File: src/rtl/cmpxchg_seq.sv
// cmpxchg_seq: execute-stage sequencer for CMPXCHG, in both the register-destination
// and memory-destination forms. The memory form runs a locked read-compare-write on
// the data-memory port.
//
// State    | meaning
// ---------+----------------------------------------------------------
// IDLE     | waiting for start; busy=0
// RD_REQ   | locked read request held until mem_ready
// RD_WAIT  | lock held, waiting for mem_rvalid to capture dest
// CMP      | compare acc vs dest, compute flags and results
// WR_REQ   | locked write of new dest, held until mem_ready
// DONE     | one-cycle completion pulse with writeback enables
//
// Ports:
//   clk, rst_n                     clock, synchronous active-low reset
//   start, size, dest_is_mem       launch pulse and operation attributes
//   reg_dest, src, acc_in, addr    operands, latched on start
//   busy, done                     stall / completion pulse
//   zf_out, cf_out, sf_out, of_out flags of acc - dest at operand size
//   acc_we/acc_out, reg_we/reg_out writebacks (valid with done)
//   mem_req/we/lock/addr/wdata/size, mem_ready/rvalid/rdata  data-memory port
module cmpxchg_seq #(
    parameter int ADDR_W = 32,
    parameter int DATA_W = 32
) (
    input  logic              clk,
    input  logic              rst_n,
    input  logic              start,
    input  logic [1:0]        size,
    input  logic              dest_is_mem,
    input  logic [DATA_W-1:0] reg_dest,
    input  logic [DATA_W-1:0] src,
    input  logic [DATA_W-1:0] acc_in,
    input  logic [ADDR_W-1:0] addr,
    output logic              busy,
    output logic              done,
    output logic              zf_out,
    output logic              cf_out,
    output logic              sf_out,
    output logic              of_out,
    output logic              acc_we,
    output logic [DATA_W-1:0] acc_out,
    output logic              reg_we,
    output logic [DATA_W-1:0] reg_out,
    output logic              mem_req,
    output logic              mem_we,
    output logic              mem_lock,
    output logic [ADDR_W-1:0] mem_addr,
    output logic [DATA_W-1:0] mem_wdata,
    output logic [1:0]        mem_size,
    input  logic              mem_ready,
    input  logic              mem_rvalid,
    input  logic [DATA_W-1:0] mem_rdata
);

    typedef enum logic [2:0] {
        S_IDLE, S_RD_REQ, S_RD_WAIT, S_CMP, S_WR_REQ, S_DONE
    } state_t;

    state_t            state_q, state_d;
    logic [1:0]        size_q, size_d;
    logic [DATA_W-1:0] src_q, src_d;
    logic [DATA_W-1:0] acc_q, acc_d;
    logic [DATA_W-1:0] dest_q, dest_d;
    logic [ADDR_W-1:0] addr_q, addr_d;
    logic              is_mem_q, is_mem_d;
    logic              zf_q, zf_d, cf_q, cf_d, sf_q, sf_d, of_q, of_d;
    logic [DATA_W-1:0] acc_out_q, acc_out_d;
    logic [DATA_W-1:0] reg_out_q, reg_out_d;
    logic [DATA_W-1:0] wdata_q, wdata_d;

    logic [DATA_W:0]   diff_full;
    logic [DATA_W-1:0] diff;
    logic              cmp_zf, cmp_cf, cmp_sf, cmp_of;

    // size 11 is treated as 32-bit
    function automatic logic [DATA_W-1:0] size_mask(input logic [1:0] sz);
        logic [DATA_W-1:0] m;
        m = '0;
        case (sz)
            2'b00:   m[7:0]  = '1;
            2'b01:   m[15:0] = '1;
            default: m[31:0] = '1;
        endcase
        return m;
    endfunction

    function automatic logic msb_of(input logic [DATA_W-1:0] v, input logic [1:0] sz);
        logic b;
        case (sz)
            2'b00:   b = v[7];
            2'b01:   b = v[15];
            default: b = v[31];
        endcase
        return b;
    endfunction

    // Operands are masked when latched, so the borrow out of the full-width
    // subtraction equals the borrow out of the operand-size msb.
    always_comb begin
        diff_full = {1'b0, acc_q} - {1'b0, dest_q};
        diff      = diff_full[DATA_W-1:0] & size_mask(size_q);
        cmp_zf    = (diff == '0);
        cmp_cf    = diff_full[DATA_W];
        cmp_sf    = msb_of(diff, size_q);
        cmp_of    = (msb_of(acc_q, size_q) != msb_of(dest_q, size_q)) &&
                    (cmp_sf != msb_of(acc_q, size_q));
    end

    always_comb begin
        state_d   = state_q;
        size_d    = size_q;
        src_d     = src_q;
        acc_d     = acc_q;
        dest_d    = dest_q;
        addr_d    = addr_q;
        is_mem_d  = is_mem_q;
        zf_d      = zf_q;
        cf_d      = cf_q;
        sf_d      = sf_q;
        of_d      = of_q;
        acc_out_d = acc_out_q;
        reg_out_d = reg_out_q;
        wdata_d   = wdata_q;
        case (state_q)
            S_IDLE: begin
                if (start) begin
                    size_d   = size;
                    src_d    = src & size_mask(size);
                    acc_d    = acc_in & size_mask(size);
                    dest_d   = reg_dest & size_mask(size);
                    addr_d   = addr;
                    is_mem_d = dest_is_mem;
                    state_d  = dest_is_mem ? S_RD_REQ : S_CMP;
                end
            end
            S_RD_REQ: begin
                if (mem_ready) state_d = S_RD_WAIT;
            end
            S_RD_WAIT: begin
                if (mem_rvalid) begin
                    dest_d  = mem_rdata & size_mask(size_q);
                    state_d = S_CMP;
                end
            end
            S_CMP: begin
                zf_d = cmp_zf;
                cf_d = cmp_cf;
                sf_d = cmp_sf;
                of_d = cmp_of;
                if (cmp_zf) begin
                    wdata_d   = src_q;
                    reg_out_d = src_q;
                    acc_out_d = acc_q;
                end else begin
                    wdata_d   = dest_q;
                    reg_out_d = dest_q;
                    acc_out_d = dest_q;
                end
                state_d = is_mem_q ? S_WR_REQ : S_DONE;
            end
            S_WR_REQ: begin
                if (mem_ready) state_d = S_DONE;
            end
            S_DONE: state_d = S_IDLE;
            default: state_d = S_IDLE;
        endcase
    end

    always_ff @(posedge clk) begin
        if (!rst_n) begin
            state_q   <= S_IDLE;
            size_q    <= '0;
            src_q     <= '0;
            acc_q     <= '0;
            dest_q    <= '0;
            addr_q    <= '0;
            is_mem_q  <= 1'b0;
            zf_q      <= 1'b0;
            cf_q      <= 1'b0;
            sf_q      <= 1'b0;
            of_q      <= 1'b0;
            acc_out_q <= '0;
            reg_out_q <= '0;
            wdata_q   <= '0;
        end else begin
            state_q   <= state_d;
            size_q    <= size_d;
            src_q     <= src_d;
            acc_q     <= acc_d;
            dest_q    <= dest_d;
            addr_q    <= addr_d;
            is_mem_q  <= is_mem_d;
            zf_q      <= zf_d;
            cf_q      <= cf_d;
            sf_q      <= sf_d;
            of_q      <= of_d;
            acc_out_q <= acc_out_d;
            reg_out_q <= reg_out_d;
            wdata_q   <= wdata_d;
        end
    end

    // Control outputs decode straight from the state flop.
    assign busy      = (state_q != S_IDLE);
    assign done      = (state_q == S_DONE);
    assign mem_req   = (state_q == S_RD_REQ) || (state_q == S_WR_REQ);
    assign mem_we    = (state_q == S_WR_REQ);
    assign mem_lock  = (state_q == S_RD_REQ) || (state_q == S_RD_WAIT) ||
                       (state_q == S_WR_REQ) || ((state_q == S_CMP) && is_mem_q);
    assign acc_we    = done && !zf_q;
    assign reg_we    = done && zf_q && !is_mem_q;
    assign zf_out    = zf_q;
    assign cf_out    = cf_q;
    assign sf_out    = sf_q;
    assign of_out    = of_q;
    assign acc_out   = acc_out_q;
    assign reg_out   = reg_out_q;
    assign mem_addr  = addr_q;
    assign mem_wdata = wdata_q;
    assign mem_size  = size_q;

endmodule

File: config.mk
export PLATFORM = sky130hd
export DESIGN_NAME = cmpxchg_seq
export DESIGN_NICKNAME = d
export VERILOG_FILES = /design/src/rtl/cmpxchg_seq.sv
export SDC_FILE = /design/constraint.sdc
export NUM_CORES = 1
export LEC_CHECK = 0
export ABC_AREA = 1
export CAP_MARGIN = 5
export CORE_ASPECT_RATIO = 0.7
export CORE_MARGIN = 1
export CORE_UTILIZATION = 40
export DETAILED_ROUTE_END_ITERATION = 7
export HOLD_SLACK_MARGIN = 0.12
export PLACE_DENSITY = 0.82
export SLEW_MARGIN = 20
export SYNTH_ARGS = -nofsm -noshare
export SYNTH_HDL_FRONTEND = slang
export SYNTH_SLANG_ARGS = --single-unit
File: constraint.sdc
create_clock -name clk -period 2.7 [get_ports clk]
set_clock_uncertainty 0.2 [all_clocks]
set_input_delay 0.54 -clock clk [delete_from_list [all_inputs] [get_ports clk]]
set_output_delay 0.54 -clock clk [all_outputs]
set_load 0.02 [all_outputs]
---- Word-level counts from Yosys, hierarchy flattened ----
Index checks and enable logic that the tools add are counted.
W data, S select, Z words.
storage, ports and cells
  bits in registers ....................... 202
  output and inout bits ................... 141
operators by class
  $add $sub $neg .......................... 1
  equality and inequality tests ........... 13
  mux-type cells .......................... 31
  bitwise gates (word level) .............. 5
  reduce and logical (&&, ||, !) cells .... 22
operators with widths
  operator              count
  $and A32 B32 Y32      5
  $mux W32              4
  $mux W16              6
  $mux W8               10
  $pmux W32 S2          1
  $sub A32 B32 Y33      1
  $logic_not A32 Y1     1
  $pmux W3 S5           1
  $mux W3               4
  $eq A3 B2 Y1 const B  2
  $eq A3 B3 Y1 const B  2
  $ne A2 B2 Y1 const B  3
  $pmux W1 S2           3
  $logic_and A1 B1 Y1   5
  $eq A2 B1 Y1 const B  2
  $logic_not A2 Y1      2
  $logic_or A1 B1 Y1    4
  $reduce_and A4 Y1     1
  $reduce_or A2 Y1      2
  $eq A3 B1 Y1 const B  1
  $logic_not A3 Y1      1
  $reduce_and A3 Y1     1
  $reduce_bool A3 Y1    1
  $logic_not A1 Y1      2
  6 further kinds       7

---- Longest topological paths before layout ----
  depth after elaboration ................. 8
  gate-level depth with buffers ........... 24

---- Worst setup path after synthesis ----
Ideal clock, no wire load.
  path kind ............................... register to register
  start point ............................. register acc_q[0]
  end point ............................... register acc_out_q[1] (netlist: acc_out[1])
  data arrival time ....................... 2.437 ns
  required time ........................... 2.435 ns
  setup slack ............................. -0.002 ns
  stages on the path, launching flop included .. 23
  path buffers ............................ 2
  clock period less this slack ............ 2.702 ns
  path through ............................ dfxtp_1 -> inv_1 -> ha_1 -> fa_1 -> inv_2 -> nand3_1 -> nand3_1 -> nand2_1 -> nand2_1 -> nand2_1 -> nand2_1 -> nand2_1 -> nand3_1 -> nand2_1 -> nor2_1 -> nand2_1 -> nor2_2 -> nand3_1 -> buf_6 -> buf_6 -> nor2_2 -> nor2_1 -> nor2_1
on the way
  longest elaborated chain between the ends .. 4
ends and longest elaborated chain
  item                    RTL line  text
  from (decl)             63        logic [DATA_W-1:0] acc_q, acc_d;
  from (signal assigned)  175       acc_q <= '0;
  from (signal assigned)  190       acc_q <= acc_d;
  $sub A32 B32 Y33        101       diff_full = {1'b0, acc_q} - {1'b0, dest_q};
  $and A32 B32 Y32        102       diff = diff_full[DATA_W-1:0] & size_mask(size_q);
  $logic_not A32 Y1       103       cmp_zf = (diff == '0);
  $mux W32                151       if (cmp_zf) begin
  to (signal assigned)    198       acc_out_q <= acc_out_d;
  to (decl)               68        logic [DATA_W-1:0] acc_out_q, acc_out_d;
Every way passes these cells.
A chain may end at the register's enable or synchronous reset.

---- Worst setup path after layout ----
  start point ............................. register dest_q[12]
  end point ............................... register wdata_q[5] (netlist: mem_wdata[5])
on the way
  longest elaborated chain between the ends .. 4
ends and longest elaborated chain
  item                    RTL line  text
  from (decl)             64        logic [DATA_W-1:0] dest_q, dest_d;
  from (signal assigned)  191       dest_q <= dest_d;
  $sub A32 B32 Y33        101
  $and A32 B32 Y32        102
  $logic_not A32 Y1       103
  $mux W32                151
  to (signal assigned)    200       wdata_q <= wdata_d;
  to (decl)               70        logic [DATA_W-1:0] wdata_q, wdata_d;
Every way passes these cells.

==> flow_summary.json <==
{
  "max_freq_mhz": 311,
  "numCtsBuffers": 23,
  "p_total_mw": 18.7,
  "clkTransAtPathRegs_ns": 0.06,
  "syn_area_per_cell_sq_um": 6.21,
  "io_pins": 309,
  "critical_path.max_fanout": 6,
  "post_drt_wl_per_cell_um": 18.6,
  "reg2reg_from": "dest_q[12]",
  "peakVddDrop_v": 0.000560,
  "routed_wirelength_mm": 48.9,
  "insertion_delay_ns": 0.53,
  "wl_met2_mm": 21.0,
  "hold_start": "rst_n",
  "globalRouteTotalUtil_pct": 31.7,
  "tightest_slew_ns": 0.446,
  "cts_sinks": 202,
  "hold_buffers": 0,
  "layout_setup_ws_ns": -0.510,
  "nets": 2450,
  "syn_area_sq_um": 11500,
  "yosysSeqAreaShare_pct": 35.1,
  "intPower_mw": 10.2,
  "cts_root_buf": "clkbuf_16",
  "seqPwrFrac_pct": 21.9,
  "switching_share_pct": 45.8,
  "status": "finished, violations left",
  "routed.top_layer": "met4",
  "p_sw_mw": 8.59,
  "yosys.area.top_type_share_pct": 35.1,
  "async_flop_share_pct": 0,
  "endpoint_kind": "flip-flop",
  "violations": "negative setup slack",
  "cts_tree": "built",
  "routabilityCongestion": 1.00,
  "num_rows": 51,
  "ys_dominant_reg_cell": "dfxtp_1",
  "synth.distinct_cells": 33,
  "io_buffers": 308,
  "drv_slew": 0,
  "ys_top_cells_by_count": "nand2_1 (503), nor2_1 (295), inv_1 (241), dfxtp_1 (202), nand3_1 (124)",
  "holdCritPathClass": "input pin to flip-flop",
  "ys_seq_elements": 202,
  "synth_edf_count": 0,
  "slew_headroom_pct": 69.5,
  "syn_nets": 2059,
  "rsz0062_at_grt": "true",
  "critPathLaunch": "dest_q[12]",
  "dieArea_sq_um": 29500,
  "ys_warn_count": 0,
  "setup_viol": 65,
  "synth.largest_area_cell": "dfxtp_1",
  "finalSetupTns_ns": -25.39,
  "fin_crit_sh_pct": 119,
  "wl_met1_mm": 20.5,
  "criticalPathCategory": "flip-flop to flip-flop",
  "dpl.hpwl_mm": 34.0,
  "grt_pass1_vias": 13200,
  "vias_per_cell": 5.34,
  "htreeDepth": 1,
  "drt_pass1_iterations": 7,
  "start_kind": "flip-flop",
  "grt_pass1_wl_mm": 73.1,
  "syn2layout_area_growth_pct": 58.1,
  "ant_nets": 0,
  "leakagePower_nw": 7.94,
  "drive_gt1_share_pct": 22.3,
  "dp_slack_ns": -0.704,
  "vias": 14100,
  "crit_arrival_ns": 3.41,
  "maxCapViolations": 0,
  "grt_max_degree": 80,
  "comb_power_share_pct": 60.7,
  "initial_core_util_pct": 41.1,
  "met3_length_mm": 5.44,
  "die_w_um": 205,
  "p_clk_share_pct": 17.5,
  "synthMostInstantiatedCell": "nand2_1",
  "final_area_sq_um": 18200,
  "netlist_instances": 1858,
  "antenna_found_initial": 1,
  "coreArea_sq_um": 28100,
  "power_density_nw_per_um2": 1030,
  "fp.dieH_um": 144,
  "ys_top_cells_by_area": "dfxtp_1 (35%), nand2_1 (16%), nor2_1 (9.6%)",
  "drt_iter0_markers": 1538,
  "period_needed_ns": 3.21,
  "overflow": 0,
  "cp_data_required_time_ns": 2.90,
  "finalHoldViolCount": 0,
  "drc_errors": 0,
  "fin_util_pct": 65.0,
  "placed_area_sq_um": 15800,
  "clock_path_buffers": 3
}
per-layer routing:
layer | global-route usage (%) | up-vias
met4 | 9.63 | 0
li1 | - | 6535
met1 | 44.4 | 6539
met3 | 7.80 | 176
met5 | 0 | -
met2 | 47.9 | 823
registers in the layout (all words and copies together) (netlist names), 2 cells and up:
| name | flops |
|---|---|
| dest_q | 32 |
| mem_wdata | 32 |
| state_q | 3 |
| acc_q | 32 |
| src_q | 32 |
| acc_out | 32 |
| mem_size | 2 |
| mem_addr | 32 |
cell usage in the layout (no fill, tap or decap), types with 12 or more instances in the layout:
master,instances
a21oi_1,82
buf_4,147
inv_2,24
nand2_1,439
nand3_1,110
nand3_2,12
nor2_4,66
ha_4,30
buf_12,14
dfxtp_1,177
clkdlybuf4s50_1,300
a31oi_1,33
dfxtp_2,20
nand2_2,51
nand2_4,14
inv_1,223
clkbuf_16,23
o21ai_0,86
nor2_2,38
nor2_1,248
a211oi_1,16
worst paths after layout:
path / end / cells after the start / slack (ns)
setup / recovery: mem_wdata[5] / 24 / -0.51
hold / removal: mem_addr[8] / 3 / 0.17
setup reg to reg: mem_wdata[5] / 24 / -0.51
hold reg to reg: src_q[18] / 2 / 0.27
worst max-delay path, stage by stage, from the launching register on:
cell     delay [ns]
dfxtp_2        0.35
inv_4          0.06
ha_4           0.31
buf_4          0.13
nand2_1        0.06
nand2_2        0.08
nand2_2        0.06
nand2_2        0.11
inv_1          0.06
nand2_1        0.07
nand2_1        0.09
nand3_1        0.11
nand2_1        0.07
nand3_2        0.09
nand2_1        0.05
nor2_1         0.09
nand2_1        0.09
nor2_4         0.16
buf_6          0.14
nand2_8        0.08
buf_4          0.17
nand2_1        0.13
nand2_1        0.10
nor2_1         0.14
nor2_1         0.06
stage by stage:
stage	hold WS [ns]	cells
final	0.173	2636
after global routing	0.188	2636
after CTS	0.165	2631
after detailed placement	0.256	2568
after global placement	0.252	2568
after floorplan	0.237	1858
power by group through the flow:
stage	Combinational, mW	Sequential, mW	Clock [mW]
2_1_floorplan	5.09	4.16	0
3_3_place_gp	9.03	4.00	0
3_5_place_dp	9.19	4.02	0
4_1_cts	10.3	4.04	3.28
5_1_grt	12.3	4.14	3.42
6_report	11.4	4.10	3.28
layout make-up:
type | count | area [sq um]
Antenna cell | 1 | 2.50
Clock buffer | 31 | 666
Clock inverter | 9 | 124
Fill cell | 2300 | 9840
Inverter | 255 | 972
Multi-Input combinational cell | 1283 | 7190
Sequential cell | 202 | 4090
Tap cell | 371 | 464
Timing Repair Buffer | 484 | 4730
logic make-up (layout without fill, tap and decap cells):
kind of cell	Yosys count	count (layout)	synth area share (%)
buffers and inverters	373	779	13.6
AO/OA/AOI/OAI	237	237	11.2
flip-flops	202	202	35.1
adder cells (fa/ha/maj)	33	33	3.64
XOR/XNOR	5	5	0.380
other	0	1	0
AND/OR/NAND/NOR	1008	1008	36.1
what timing repair did:
item / 4_1_cts / 5_1_grt
pin swaps: 45 / 51
endpoints found under the setup margin: 70 / 70
cloned: 8 / 0
hold endpoints to repair: 0 / 0
resized for setup: 217 / 120
setup buffers: 15 / 4
(Power assumes the default switching activity.)
